--- src/rtl/pc_seq_ctrl.sv ---
// pc_seq_ctrl: multi-cycle fetch/decode/exec/commit sequencer owning the PC and instruction register
// Define MISALIGN_TRAP_EN to redirect targets with bit1 set to TRAP_VEC with a trap strobe.
module pc_seq_ctrl #(
  parameter int XLEN = 32,
  parameter logic [XLEN-1:0] RESET_PC = '0,
  parameter logic [XLEN-1:0] TRAP_VEC = XLEN'('h100)
) (
  input  logic            clk,
  input  logic            reset_n,
  output logic            imem_req,
  output logic [XLEN-1:0] imem_addr,
  input  logic            imem_ack,
  input  logic [31:0]     imem_rdata,
  output logic [31:0]     ir,
  input  logic            Branch,
  input  logic            Jal,
  input  logic            Jalr,
  input  logic [2:0]      funct3,
  input  logic [XLEN-1:0] imm,
  input  logic [XLEN-1:0] alu_result,
  input  logic [3:0]      nzcv,
  input  logic            stall,
  output logic [XLEN-1:0] pc,
  output logic [XLEN-1:0] pc_plus4,
  output logic            exec_en,
  output logic            retire,
  output logic            Btaken,
  output logic [31:0]     instret,
  output logic            trap
);
  typedef enum logic [2:0] {S_RESET, S_FETCH, S_DECODE, S_EXEC, S_COMMIT} state_t;
  state_t state_q, state_d;
  logic [XLEN-1:0] pc_q, pc_d, npc_q, npc_d, raw_pc, tgt_pc;
  logic [31:0] ir_q, ir_d, instret_q, instret_d;
  logic btaken_q, btaken_d, cond, taken, mis, exec_done;
  // nzcv = {N,Z,C,V}; C=1 means no borrow
  always_comb begin
    cond = funct3 == 3'b000 ? nzcv[2] :
           funct3 == 3'b001 ? !nzcv[2] :
           funct3 == 3'b100 ? nzcv[3] != nzcv[0] :
           funct3 == 3'b101 ? nzcv[3] == nzcv[0] :
           funct3 == 3'b110 ? !nzcv[1] :
           funct3 == 3'b111 ? nzcv[1] : 1'b0;
  end
  assign taken = Jal | Jalr | (Branch & cond);
  assign raw_pc = Jal ? pc_q + imm : Jalr ? alu_result & ~XLEN'(1) : taken ? pc_q + imm : pc_plus4;
`ifdef MISALIGN_TRAP_EN
  logic trap_q;
  assign mis = raw_pc[1];
  assign tgt_pc = mis ? TRAP_VEC : raw_pc;
  assign trap = state_q == S_COMMIT && trap_q;
  always_ff @(posedge clk) trap_q <= !reset_n ? 1'b0 : exec_done ? mis : trap_q;
`else
  assign mis = 1'b0;
  assign tgt_pc = raw_pc & ~XLEN'(3);
  assign trap = 1'b0;
`endif
  assign exec_done = state_q == S_EXEC && !stall;
  always_comb begin
    state_d = state_q == S_RESET  ? S_FETCH :
              state_q == S_FETCH  ? (imem_ack ? S_DECODE : S_FETCH) :
              state_q == S_DECODE ? S_EXEC :
              state_q == S_EXEC   ? (stall ? S_EXEC : S_COMMIT) : S_FETCH;
    ir_d = state_q == S_FETCH && imem_ack ? imem_rdata : ir_q;
    npc_d = exec_done ? tgt_pc : npc_q;
    btaken_d = exec_done ? taken | mis : btaken_q;
    pc_d = state_q == S_COMMIT ? npc_q : pc_q;
    instret_d = instret_q + 32'(state_q == S_COMMIT);
  end
  always_ff @(posedge clk) begin
    if (!reset_n) begin
      state_q <= S_RESET;
      pc_q <= RESET_PC;
      npc_q <= RESET_PC;
      ir_q <= '0;
      btaken_q <= 1'b0;
      instret_q <= '0;
    end else begin
      state_q <= state_d;
      pc_q <= pc_d;
      npc_q <= npc_d;
      ir_q <= ir_d;
      btaken_q <= btaken_d;
      instret_q <= instret_d;
    end
  end
  assign imem_req = state_q == S_FETCH;
  assign imem_addr = pc_q;
  assign exec_en = state_q == S_EXEC;
  assign retire = state_q == S_COMMIT;
  assign pc = pc_q;
  assign pc_plus4 = pc_q + XLEN'(4);
  assign ir = ir_q;
  assign Btaken = btaken_q;
  assign instret = instret_q;
endmodule

--- config.mk ---
export PLATFORM = sky130hd
export DESIGN_NAME = pc_seq_ctrl
export DESIGN_NICKNAME = d
export VERILOG_FILES = /design/src/rtl/pc_seq_ctrl.sv
export SDC_FILE = /design/constraint.sdc
export NUM_CORES = 1
export LEC_CHECK = 0
export BUFFER_PORTS_ARGS = -buffer_cell sky130_fd_sc_hd__buf_2
export CORE_MARGIN = 4
export CORE_UTILIZATION = 46
export CTS_CLUSTER_DIAMETER = 50
export CTS_CLUSTER_SIZE = 20
export DETAILED_ROUTE_END_ITERATION = 8
export PLACE_DENSITY = 0.77
export SYNTH_ARGS = -nofsm -noshare
export SYNTH_HDL_FRONTEND = slang
export SYNTH_SLANG_ARGS = --single-unit
--- constraint.sdc ---
create_clock -name clk -period 2.7 [get_ports clk]
set_input_delay 0.27 -clock clk [delete_from_list [all_inputs] [get_ports clk]]
set_output_delay 0.27 -clock clk [all_outputs]
set_load 0.05 [all_outputs]
* Word-level counts from Yosys, hierarchy flattened
Index checks and enable logic that the tools add are counted.
** Storage, ports and cells
- Register bits :: 128
- Bits of input ports :: 110
- Output and inout bits :: 165
- Logic and storage cells :: 48
** Operators by class
- Add/sub/neg operators :: 3
- Eq/ne operators :: 11
- Mux-type cells :: 15
- Bitwise logic cells :: 4
- Reductions and logical operators :: 8
** Operators by type and width (count)
- 2-to-1 mux 32 bit :: 3
- adder 32 x 1 -> 32 bit :: 1
- adder 32 x 3 -> 32 bit, second input constant :: 1
- adder 32 bit :: 1
- equality test 3 bit, second input constant :: 5
- 2-to-1 mux 3 bit :: 4
- 2-to-1 mux 1 bit :: 7
- equality test 3 x 1 -> 1 bit, second input constant :: 2
- equality test 3 x 2 -> 1 bit, second input constant :: 2
- logical NOT 3 bit :: 2
- logical NOT 1 bit :: 3
- logical AND 1 bit :: 2
- 2-to-1 mux 2 bit :: 1
- bitwise OR 1 bit :: 2
- OR reduction 2 bit :: 1
- AND 1 bit :: 1
- equality test 1 bit :: 1
- != test 1 bit :: 1
- inverter 1 bit :: 1

* Logic depth before layout (Yosys ltp)
Gate-level depths: netlist of the first run.
- Word-level depth :: 12
- Gate-level depth with buffers :: 12
- Mapped depth without buffers :: 11

* Worst setup path after synthesis of the first run
No wires, ideal clock.
- Path type :: reg-to-reg
- From :: register pc_q[3], in the netlist imem_addr[3]
- To :: register npc_q[30]
- Arrival :: 3.293 ns
- Data required time :: 2.641 ns
- Path slack :: -0.652 ns
- Stages on the path, launching flop included :: 11
- Buffers on the path :: 1
- Period minus slack after synthesis :: 3.352 ns
- Path through :: dfxtp_1 > ha_1 > inv_1 > or4_4 > buf_6 > nor3_1 > xor2_1 > mux2i_1 > nor3_2 > a32oi_1 > nand2_1
** Between the ends
- Cells in the longest elaborated chain, start to end :: 4
** RTL lines
- from (decl) :: line 33 : logic [XLEN-1:0] pc_q, pc_d, npc_q, npc_d, raw_pc, tgt_pc;
- from (signal assigned) :: line 80 : pc_q <= pc_d;
- adder 32 x 3 -> 32 bit :: line 92 : assign pc_plus4 = pc_q + XLEN'(4);
- via pc_plus4[30] :: line 24 : output logic [XLEN-1:0] pc_plus4,
- 2-to-1 mux 32 bit (3 in series) :: line 46 : assign raw_pc = Jal ? pc_q + imm : Jalr ? alu_result & ~XLEN'(1) : taken ? pc_q + imm : pc_plus4;
- to (signal assigned) :: line 81 : npc_q <= npc_d;
- to (decl) :: line 33
The timed path passes the listed nets, and every way through them passes these cells.
A chain may end at the register's enable or synchronous reset.

* Worst setup path in the final report of the first run
- From :: register pc_q[2], in the netlist imem_addr[2]
- To :: register npc_q[22]
** Between the ends
- Cells in the longest elaborated chain, start to end :: 4
** RTL lines (line)
- adder 32 x 3 -> 32 bit / adder 32 bit (equally long branches) :: 92, 46
- 2-to-1 mux 32 bit (2 in series) :: 46
- 2-to-1 mux 32 bit * :: 46
Every way passes the cells marked *; elsewhere a longest branch is shown, timed or not.

==> metrics.md, run 1 <==
| Metric | Value |
|---|---|
| Initial Utilization | 0.472 |
| Crit path DAT | 2.97 ns |
| Max Slew Vio Count | 0 |
| Seq/Total Area, Yosys | 0.326 |
| H-Tree Depth | 4 |
| Number of synthesized flops with an enable pin | 0 |
| CTS Buf Count | 17 |
| Final Skew | 0.0102 ns |
| Area delta synth->final | 33.2% |
| Mapped cell area | 7860 um2 |
| Ranking of synthesized cells by area | dfxtp_1 33%, nand2_1 8.9%, a21oi_1 7.6%, ha_1 5.1%, nor2_1 4.3% |
| Reg2reg end | npc_q[22] |
| Num rows | 47 |
| Worst reg2reg path depth | 10 |
| GRT Total Usage | 0.270 |
| Die X | 139 um |
| Detailed-route DRC error count | 0 |
| Share of cells above drive strength 1 | 0.338 |
| Top cell type's share of synthesized area | 0.326 |
| Synth Instances | 1021 |
| First-pass GRT wire length | 42700 um |
| Die H | 139 um |
| Synth area leader | dfxtp_1 |
| Hold Path Depth | 3 |
| IO buf count | 263 |
| Cell Pwr Density | 471 nW/um2 |
| Hold worst-path end | ir[5] |
| Clock root buffer | clkbuf_16 |
| Worst setup SP type | flop |
| Post-route minimum period | 2.66 ns |
| Synth top cells by count | 187 x nand2_1, 128 x dfxtp_1, 119 x a21oi_1, 90 x nor2_1, 51 x o21ai_0 |
| Core outline area | 16600 um2 |
| Maxcap violations | 0 |
| Drt via density | 5.68 |
| Final Hold Fails | 0 |
| Clock Sinks | 128 |
| Critical Path End Type | flop |
| Grt ovf | 0 |
| CP most frequent cell | a211o_1 |
| RSZ-0062 raised after global routing | true |
| Fin nets | 1442 |
| Worst hold start | imem_rdata[5] |
| Clock transition at path regs | 0.06 ns |
| Routed WL | 27200 um |
| Slowest stage cell on the critical path | a211o_1 |
| Status | finished, final reports clean |
| Final setup margin | 0.0396 ns |
| Clock buffer depth | 2 |
| Routed len/inst | 17.8 um |
| Final core utilization | 0.629 |
| Final worst path period share | 0.985 |
| Dpl ws | -0.0410 ns |
| Synth Flop Type | dfxtp_1 |
| Number of global-route vias before repair | 8173 |
| R2R Path Start | imem_addr[2] |
| Skew-Pair Late Insertion Delay | 0.43 ns |
| Final setup fails | 0 |
| Die area | 19200 um2 |
| Leak pwr | 5.02 nW |
| CP max FO | 4 |
| FMAX | 376 MHz |
| #FFs+latches synth | 128 |
| Setup CP Type | flop to flop |
| Yosys warnings | 0 |
| Count leader, synth | nand2_1 |
| Hold Path Class | primary input to flop |
| # IOs | 275 |
| Delay of the slowest critical-path stage | 0.37 ns |
| Largest net degree at the start of global routing | 76 |
| DR vias | 8701 |
| VDD IR max | 0.436 mV |
| Count of different cell masters after synthesis | 83 |
| Initial antenna violation count | 1 |
| Syn_area_per_cell | 7.70 um2 |
| GP Congestion | 0.940 |
| Post-DRT Antenna Nets | 0 |
| Worst R2R Setup Slack | 0.04 ns |
| Async set-reset flop share out of synthesis | 0 |
| Crit path required time | 3.01 ns |
| TritonCTS clock tree | built |
| Max transition margin | 0.474 |
| Hpwl dp | 19800 um |
| TritonRoute pass-1 iters | 5 |
| First DRT Iteration DRCs | 762 |
| Crit-path cells | ha_4 -> fa_2 -> a211o_1 -> a21oi_2 -> a2bb2oi_4 -> a211o_1 -> and3_4 -> or3_1 -> a31oi_1 -> a21oi_1 |
| Worst slew pin tran | 0.790 ns |
[where the power goes]
group | leakage (nW) | total, mW | switching (mW) | internal [mW]
Sequential | 1.05 | 1.94 | 0.0225 | 1.92
Clock | 0.293 | 2.35 | 0.960 | 1.39
Combinational | 3.68 | 0.634 | 0.424 | 0.211
Total | 5.02 | 4.93 | 1.41 | 3.52
[how the worst max path moves through the flow]
| stage | startpoint | to | slack (ns) | cells past startpoint |
|---|---|---|---|---|
| detailed placement | imm[2] | npc_q[22] | -0.04 | 11 |
| floorplan | imem_addr[8] | npc_q[30] | -0.07 | 9 |
| finish | imem_addr[2] | npc_q[22] | 0.04 | 10 |
| global route | imem_addr[2] | npc_q[22] | -0.06 | 10 |
| CTS | imem_addr[2] | npc_q[22] | 0.003 | 10 |
| global placement | imm[2] | npc_q[22] | -0.02 | 11 |
[critical path: cells and delay by family (launching register included)]
family          cells  cell delay, ns
fa+ha+maj           2            0.52
flops               1            0.36
compound gates      6            1.18
simple gates        2            0.49
[cell usage in the layout, fill, tap and decap left out, types with 6 or more instances in the layout]
master | Yosys | layout
a31oi_1 | 11 | 11
a21oi_2 | 0 | 7
dfxtp_1 | 128 | 112
and3_1 | 9 | 8
buf_4 | 37 | 73
dfxtp_4 | 0 | 9
and4_1 | 7 | 7
inv_6 | 0 | 9
nor2_1 | 90 | 86
conb_1 | 1 | 7
nand3_1 | 33 | 33
o211a_1 | 6 | 6
a21oi_1 | 119 | 112
xnor2_1 | 31 | 26
ha_1 | 32 | 29
nand2_1 | 187 | 186
nand4_1 | 18 | 18
inv_1 | 16 | 14
nor3_1 | 12 | 10
a21o_1 | 12 | 12
xor2_1 | 38 | 34
o21ai_0 | 51 | 47
dfxtp_2 | 0 | 7
a221oi_1 | 10 | 10
buf_6 | 2 | 9
buf_2 | 1 | 254
clkbuf_16 | 0 | 17
xnor2_2 | 1 | 6
o21ai_1 | 2 | 6
or3_1 | 13 | 13
a22oi_1 | 11 | 11
[cell type report]
cell class,instances,area [um2]
Fill cell,1489,6170
Multi-Input combinational cell,798,5000
Sequential cell,128,2610
Timing Repair Buffer,336,1920
Clock buffer,17,425
Tap cell,220,275
Clock inverter,15,169
Inverter,18,67.6
Antenna cell,1,2.50
[routing by layer]
metal  part of all wire  up-vias  wire length [um]  global-route usage
li1                   -     4148                 -                   -
met1               0.40     4004             11000               0.340
met2               0.47      477             12800               0.442
met3              0.096       72              2610              0.0707
met4              0.031        0               834               0.110
met5                  0        -                 0                   0
[through the flow]
| step | instance area, um2 | hold slack, ns | power, mW | setup TNS (ns) | cells |
|---|---|---|---|---|---|
| 6_report | 10500 | 0.0773 | 4.93 | 0 | 1533 |
| 5_1_grt | 10500 | 0.0687 | 5.11 | -0.238 | 1533 |
| 4_1_cts | 10300 | 0.0618 | 4.96 | 0 | 1524 |
| 3_5_place_dp | 9540 | 0.436 | 2.61 | -0.0566 | 1485 |
| 3_3_place_gp | 9540 | 0.424 | 2.60 | -0.0199 | 1485 |
| 2_1_floorplan | 8000 | 0.406 | 2.38 | -0.0668 | 1027 |
[state kept, by name (all words and copies together), names as in the netlist]
register	cells
ir	32
npc_q	30
instret	32
Btaken	1
state_q	3
imem_addr	30
[repair_timing]
action | 4_1_cts | 5_1_grt
setup buffers | 7 | 8
hold buffers | 0 | 0
endpoints found under the setup margin | 13 | 34
resized for setup | 25 | 36
pin swaps | 8 | 26
[cell families after synthesis]
kind of cell,after synthesis,synth area share
multiplexers,3,0.00382
XOR/XNOR,72,0.0839
adder cells (fa/ha/maj),33,0.0535
other,1,0.000477
flip-flops,128,0.326
AO/OA/AOI/OAI,276,0.220
AND/OR/NAND/NOR,407,0.242
buffers and inverters,101,0.0705
(Power assumes the default switching activity.)
==> inputs of run 2 (changes only) <==
--- a/config.mk
+++ b/config.mk
@@ -11,7 +11,7 @@
 export CTS_CLUSTER_DIAMETER = 50
 export CTS_CLUSTER_SIZE = 20
 export DETAILED_ROUTE_END_ITERATION = 8
-export PLACE_DENSITY = 0.77
+export PLACE_DENSITY = 0.88
 export SYNTH_ARGS = -nofsm -noshare
 export SYNTH_HDL_FRONTEND = slang
 export SYNTH_SLANG_ARGS = --single-unit
==> constraint.sdc (replaced) <==
create_clock -name clk -period 2.43 [get_ports clk]
set_input_delay 0.243 -clock clk [delete_from_list [all_inputs] [get_ports clk]]
set_output_delay 0.243 -clock clk [all_outputs]
set_load 0.05 [all_outputs]
==> run 2 against run 1 <==
  * The run now ends with negative setup slack left
  * Non-clock buffer count rose by 70
  * Routed wire length rose by 14%
  * Clock skew fell by 0.0014 ns
  * Via count rose by 10%
  * Sequential share of layout area fell by 2.5 points
  * Clock-buffer cell count rose by 3
==> metrics.md, run 2 (synthesized netlist as in run 1, its figures left out) <==
| Metric | Value |
|---|---|
| Clock transition at path regs | 0.06 ns |
| Leak pwr | 5.59 nW |
| Final Hold Fails | 0 |
| Final Skew | 0.00886 ns |
| Failing checks | negative setup slack |
| Switch Pwr | 1.56 mW |
| TritonCTS clock tree | built |
| Clock buffer depth | 2 |
| Crit path DAT | 2.47 ns |
| Sw Share | 0.284 |
| # IOs | 275 |
| Post-route minimum period | 2.72 ns |
| Slowest stage cell on the critical path | dfxtp_4 |
| Crit-path cells | buf_12 -> nand4_4 -> nor4_4 -> buf_4 -> and4_4 -> nand4_1 -> xnor2_4 -> buf_6 |
| Clock share of power | 0.470 |
| Overall Power | 5.49 mW |
| TNS Setup | -4.36 ns |
| Die area | 19200 um2 |
| First DRT Iteration DRCs | 1148 |
| Inst Count DP | 1518 |
| Grt ovf | 0 |
| Setup CP Type | flop to output pin |
| Status | finished with violations |
| Clock root buffer | clkbuf_16 |
| Die H | 139 um |
| Routed len/inst | 19.4 um |
| Worst slew pin tran | 0.848 ns |
| Combinational share of power | 0.138 |
| Max transition margin | 0.435 |
| Clock Sinks | 128 |
| RSZ-0062 raised after global routing | true |
| Final worst path period share | 1.12 |
| First-pass GRT wire length | 45100 um |
| Num rows | 47 |
| CP max FO | 4 |
| Fin nets | 1512 |
| Max Slew Vio Count | 0 |
| Largest net degree at the start of global routing | 79 |
| Most common cell after layout, fill and taps aside | buf_2 |
| Cell Int Power | 3.93 mW |
| Hold Path Depth | 3 |
| Delay of the slowest critical-path stage | 0.37 ns |
| Core outline area | 16600 um2 |
| Hold slack | 0.0568 ns |
| H-Tree Depth | 4 |
| Die X | 139 um |
| Flop pwr share | 0.392 |
| Most frequent cells in the layout | 241 x buf_2, 183 x nand2_1, 123 x buf_4 |
| GP Congestion | 0.959 |
| VDD IR max | 0.482 mV |
| Hpwl dp | 20300 um |
| Post-DRT Antenna Nets | 0 |
| Initial antenna violation count | 1 |
| Detailed-route DRC error count | 0 |
| Routed WL | 31100 um |
| Cts hold-fix bufs | 0 |
| CTS Buf Count | 17 |
| Share of cells above drive strength 1 | 0.424 |
| Dpl ws | -0.200 ns |
| FMAX | 368 MHz |
| Skew-Pair Late Insertion Delay | 0.42 ns |
| GRT Total Usage | 0.283 |
| Final setup fails | 33 |
| Post-Layout Cell Count | 1603 |
| Drt via density | 5.98 |
| Crit path required time | 2.19 ns |
| Number of global-route vias before repair | 8802 |
| Hold Path Class | primary input to flop |
| IO buf count | 263 |
| Critical Path End Type | output pin |
| Worst reg2reg path depth | 10 |
| Initial Utilization | 0.472 |
| Area delta synth->final | 49.7% |
| Worst setup SP type | flop |
| Final setup margin | -0.286 ns |
| Cell Pwr Density | 466 nW/um2 |
| TritonRoute pass-1 iters | 8 |
| Maxcap violations | 0 |
| DR vias | 9591 |
==> run 2: per-layer routing <==
metal | global-route usage | share of wire | up-vias | routed length [um]
met1 | 0.347 | 0.37 | 4422 | 11400
met2 | 0.466 | 0.47 | 722 | 14500
met5 | 0 | 0 | - | 0
met4 | 0.144 | 0.058 | 0 | 1790
li1 | - | - | 4275 | -
met3 | 0.0690 | 0.11 | 172 | 3420
==> run 2: final timing paths <==
check,startpoint,to,slack [ns]
max,imem_addr[7],pc_plus4[31],-0.29
min,imem_rdata[10],ir[10],0.06
max reg2reg,imem_addr[3],npc_q[28],-0.24
min reg2reg,npc_q[6],imem_addr[6],0.44
==> run 2: stage by stage <==
| stage | utilization | cell area [um2] |
|---|---|---|
| CTS | 0.669 | 11100 |
| detailed placement | 0.606 | 10100 |
| global route | 0.707 | 11800 |
| floorplan | - | 8300 |
| finish | 0.707 | 11800 |
| global placement | 0.606 | 10100 |
==> run 2: cell type report <==
| class | instances | area, um2 |
|---|---|---|
| Fill cell | 1175 | 4870 |
| Timing Repair Buffer | 406 | 2610 |
| Tap cell | 220 | 275 |
| Antenna cell | 1 | 2.50 |
| Clock inverter | 12 | 120 |
| Clock buffer | 20 | 478 |
| Sequential cell | 128 | 2640 |
| Inverter | 18 | 67.6 |
| Multi-Input combinational cell | 798 | 5580 |
==> run 2: power groups by stage <==
| stage | Sequential [mW] | Clock [mW] | Combinational, mW |
|---|---|---|---|
| final | 2.15 | 2.58 | 0.759 |
| after global routing | 2.16 | 2.72 | 0.802 |
| after CTS | 2.15 | 2.61 | 0.710 |
| after detailed placement | 2.20 | 0 | 0.701 |
| after global placement | 2.19 | 0 | 0.689 |
| after floorplan | 2.29 | 0 | 0.352 |
==> run 2: repair_timing <==
item	CTS	global route
pin swaps	27	62
gates cloned	0	0
resized for setup	72	100
buffers inserted	24	29
setup endpoints to repair	28	50
==> run 2: critical path: cells and delay by family (launching register included) <==
family / cells / cell delay, ns
and+or+nand+nor: 4 / 0.96
xor gates and xnor gates: 1 / 0.24
DFF: 1 / 0.37
buffers and inverters: 3 / 0.48
==> inputs of run 3 (changes only) <==
--- a/config.mk
+++ b/config.mk
@@ -11,7 +11,7 @@
 export CTS_CLUSTER_DIAMETER = 50
 export CTS_CLUSTER_SIZE = 20
 export DETAILED_ROUTE_END_ITERATION = 8
-export PLACE_DENSITY = 0.88
+export PLACE_DENSITY = 0.77
 export SYNTH_ARGS = -nofsm -noshare
 export SYNTH_HDL_FRONTEND = slang
 export SYNTH_SLANG_ARGS = --single-unit
==> constraint.sdc (replaced) <==
create_clock -name clk -period 2.43 [get_ports clk]
set_input_delay 0.243 -clock clk [delete_from_list [all_inputs] [get_ports clk]]
set_output_delay 0.243 -clock clk [all_outputs]
set_load 0.1 [all_outputs]
==> run 3 against run 2 <==
  * The run still ends with negative setup slack left
  * Final cell count grew 0.12%
  * Sequential power is essentially flat
  * Core utilization grew 1.6 points
  * Worst setup slack lost 0.0082 ns
  * Critical path depth shrank 1
  * Die area is the same
  * Clock power is essentially flat
  * Combinational power grew 20%
  * First-iteration DRC count shrank 21%
  * Sequential share of layout area shrank 0.34 points
==> metrics.md, run 3 (synthesized netlist as in run 1, its figures left out) <==
| Metric | Value |
|---|---|
| Status | finished with violations |
| Failing checks | negative setup slack |
| Post-route minimum period | 2.72 ns |
| Crit path required time | 2.19 ns |
| Core outline area | 16600 um2 |
| Inst Count DP | 1534 |
| Area delta synth->final | 53.2% |
| Clock Sinks | 128 |
| Detailed-route DRC error count | 0 |
| Final Cell Area | 12000 um2 |
| Fin nets | 1515 |
| Number of global-route vias before repair | 9235 |
| Drt via density | 5.85 |
| Maxcap violations | 0 |
| Die H | 139 um |
| Die area | 19200 um2 |
| Crit path DAT | 2.48 ns |
| Final Skew | 0.00953 ns |
| Final setup margin | -0.294 ns |
| Final Hold Fails | 0 |
| CTS Buf Count | 17 |
| Worst slew pin tran | 0.657 ns |
| Most common cell after layout, fill and taps aside | buf_2 |
| Num rows | 47 |
| TNS Setup | -6.04 ns |
| Most frequent cells in the layout | 238 x buf_2, 183 x nand2_1, 129 x buf_4 |
| Post-Layout Cell Count | 1605 |
| Worst hold start | imem_rdata[8] |
| Initial antenna violation count | 0 |
| Hpwl dp | 20800 um |
| First-pass GRT wire length | 46700 um |
| # IOs | 275 |
| H-Tree Depth | 4 |
| Max Slew Vio Count | 0 |
| Crit path from | imem_addr[2] |
| Final setup fails | 35 |
| CP max FO | 6 |
| Routed WL | 30100 um |
| Leak pwr | 5.67 nW |
| TritonRoute pass-1 iters | 5 |
| Critical Path End Type | output pin |
| Hold Path Class | primary input to flop |
| TritonCTS clock tree | built |
| Post-DRT Antenna Nets | 0 |
| RSZ-0062 raised after global routing | true |
| Die X | 139 um |
| Worst setup SP type | flop |
| DR vias | 9388 |
| First DRT Iteration DRCs | 909 |
| Share of cells above drive strength 1 | 0.434 |
| Antenna diodes | 0 |
| VDD IR max | 0.462 mV |
| GP Congestion | 0.940 |
| Area after DPL | 10700 um2 |
| R2R Path Start | imem_addr[2] |
| Cell Pwr Density | 466 nW/um2 |
| Initial Utilization | 0.472 |
| Clock root buffer | clkbuf_16 |
| Clock buffer depth | 2 |
| IO buf count | 263 |
| Largest net degree at the start of global routing | 100 |
| Dpl ws | -0.225 ns |
| Filler Cells Inserted | 1262 |
| Skew-Pair Late Insertion Delay | 0.43 ns |
| GRT Total Usage | 0.295 |
| Max transition margin | 0.562 |
| Routed len/inst | 18.8 um |
| FMAX | 367 MHz |
| Clock transition at path regs | 0.07 ns |
| Final worst path period share | 1.12 |
| Setup CP Type | flop to output pin |
| Grt ovf | 0 |
run 3: cell type report:
cell class	count	area [um2]	share of cell area
clock buffers	18	439	0.0365
clock inverters	14	143	0.0118
inverters	18	71.3	0.00592
multi-input cells	798	5650	0.469
flip-flops and latches	128	2660	0.220
well taps	220	275	0.0229
repair buffers	409	2810	0.234
run 3: final timing paths:
kind,to,cells past startpoint,slack (ns)
worst min register to register,imem_addr[11],2,0.45
worst max-delay path,pc_plus4[30],7,-0.29
worst max register to register,npc_q[24],12,-0.27
worst min-delay path,ir[8],3,0.04
run 3: per-layer routing:
metal,part of all wire,GRT usage
met4,0.044,0.146
met1,0.37,0.350
met5,0,0
met3,0.10,0.0721
met2,0.48,0.502
run 3: stage by stage:
stage	hold slack, ns	power (mW)	utilization
floorplan	0.379	2.78	-
global placement	0.425	3.05	0.642
detailed placement	0.432	3.06	0.642
CTS	0.0321	5.60	0.701
global route	0.0456	5.79	0.724
finish	0.0428	5.61	0.724
run 3: critical path: stages (launching register included):
cell,delay (ns)
dfxtp_4,0.36
buf_8,0.13
ha_4,0.14
inv_2,0.05
or4_4,0.65
nor3_4,0.25
xor2_4,0.26
buf_12,0.21
run 3: power breakdown:
group          leakage [nW]  switching [mW]  total, mW  internal (mW)
sequential             1.06          0.0260       2.15           2.13
clock                 0.289            1.08       2.55           1.47
combinational          4.32           0.644      0.909          0.265
total                  5.67            1.75       5.61           3.86
run 3: timing repair:
| item | CTS | global route |
|---|---|---|
| cloned | 0 | 0 |
| setup endpoints to repair | 37 | 52 |
| pin swaps | 42 | 35 |
| hold buffers | 0 | 0 |
| buffers inserted | 22 | 17 |
| resized for setup | 53 | 60 |
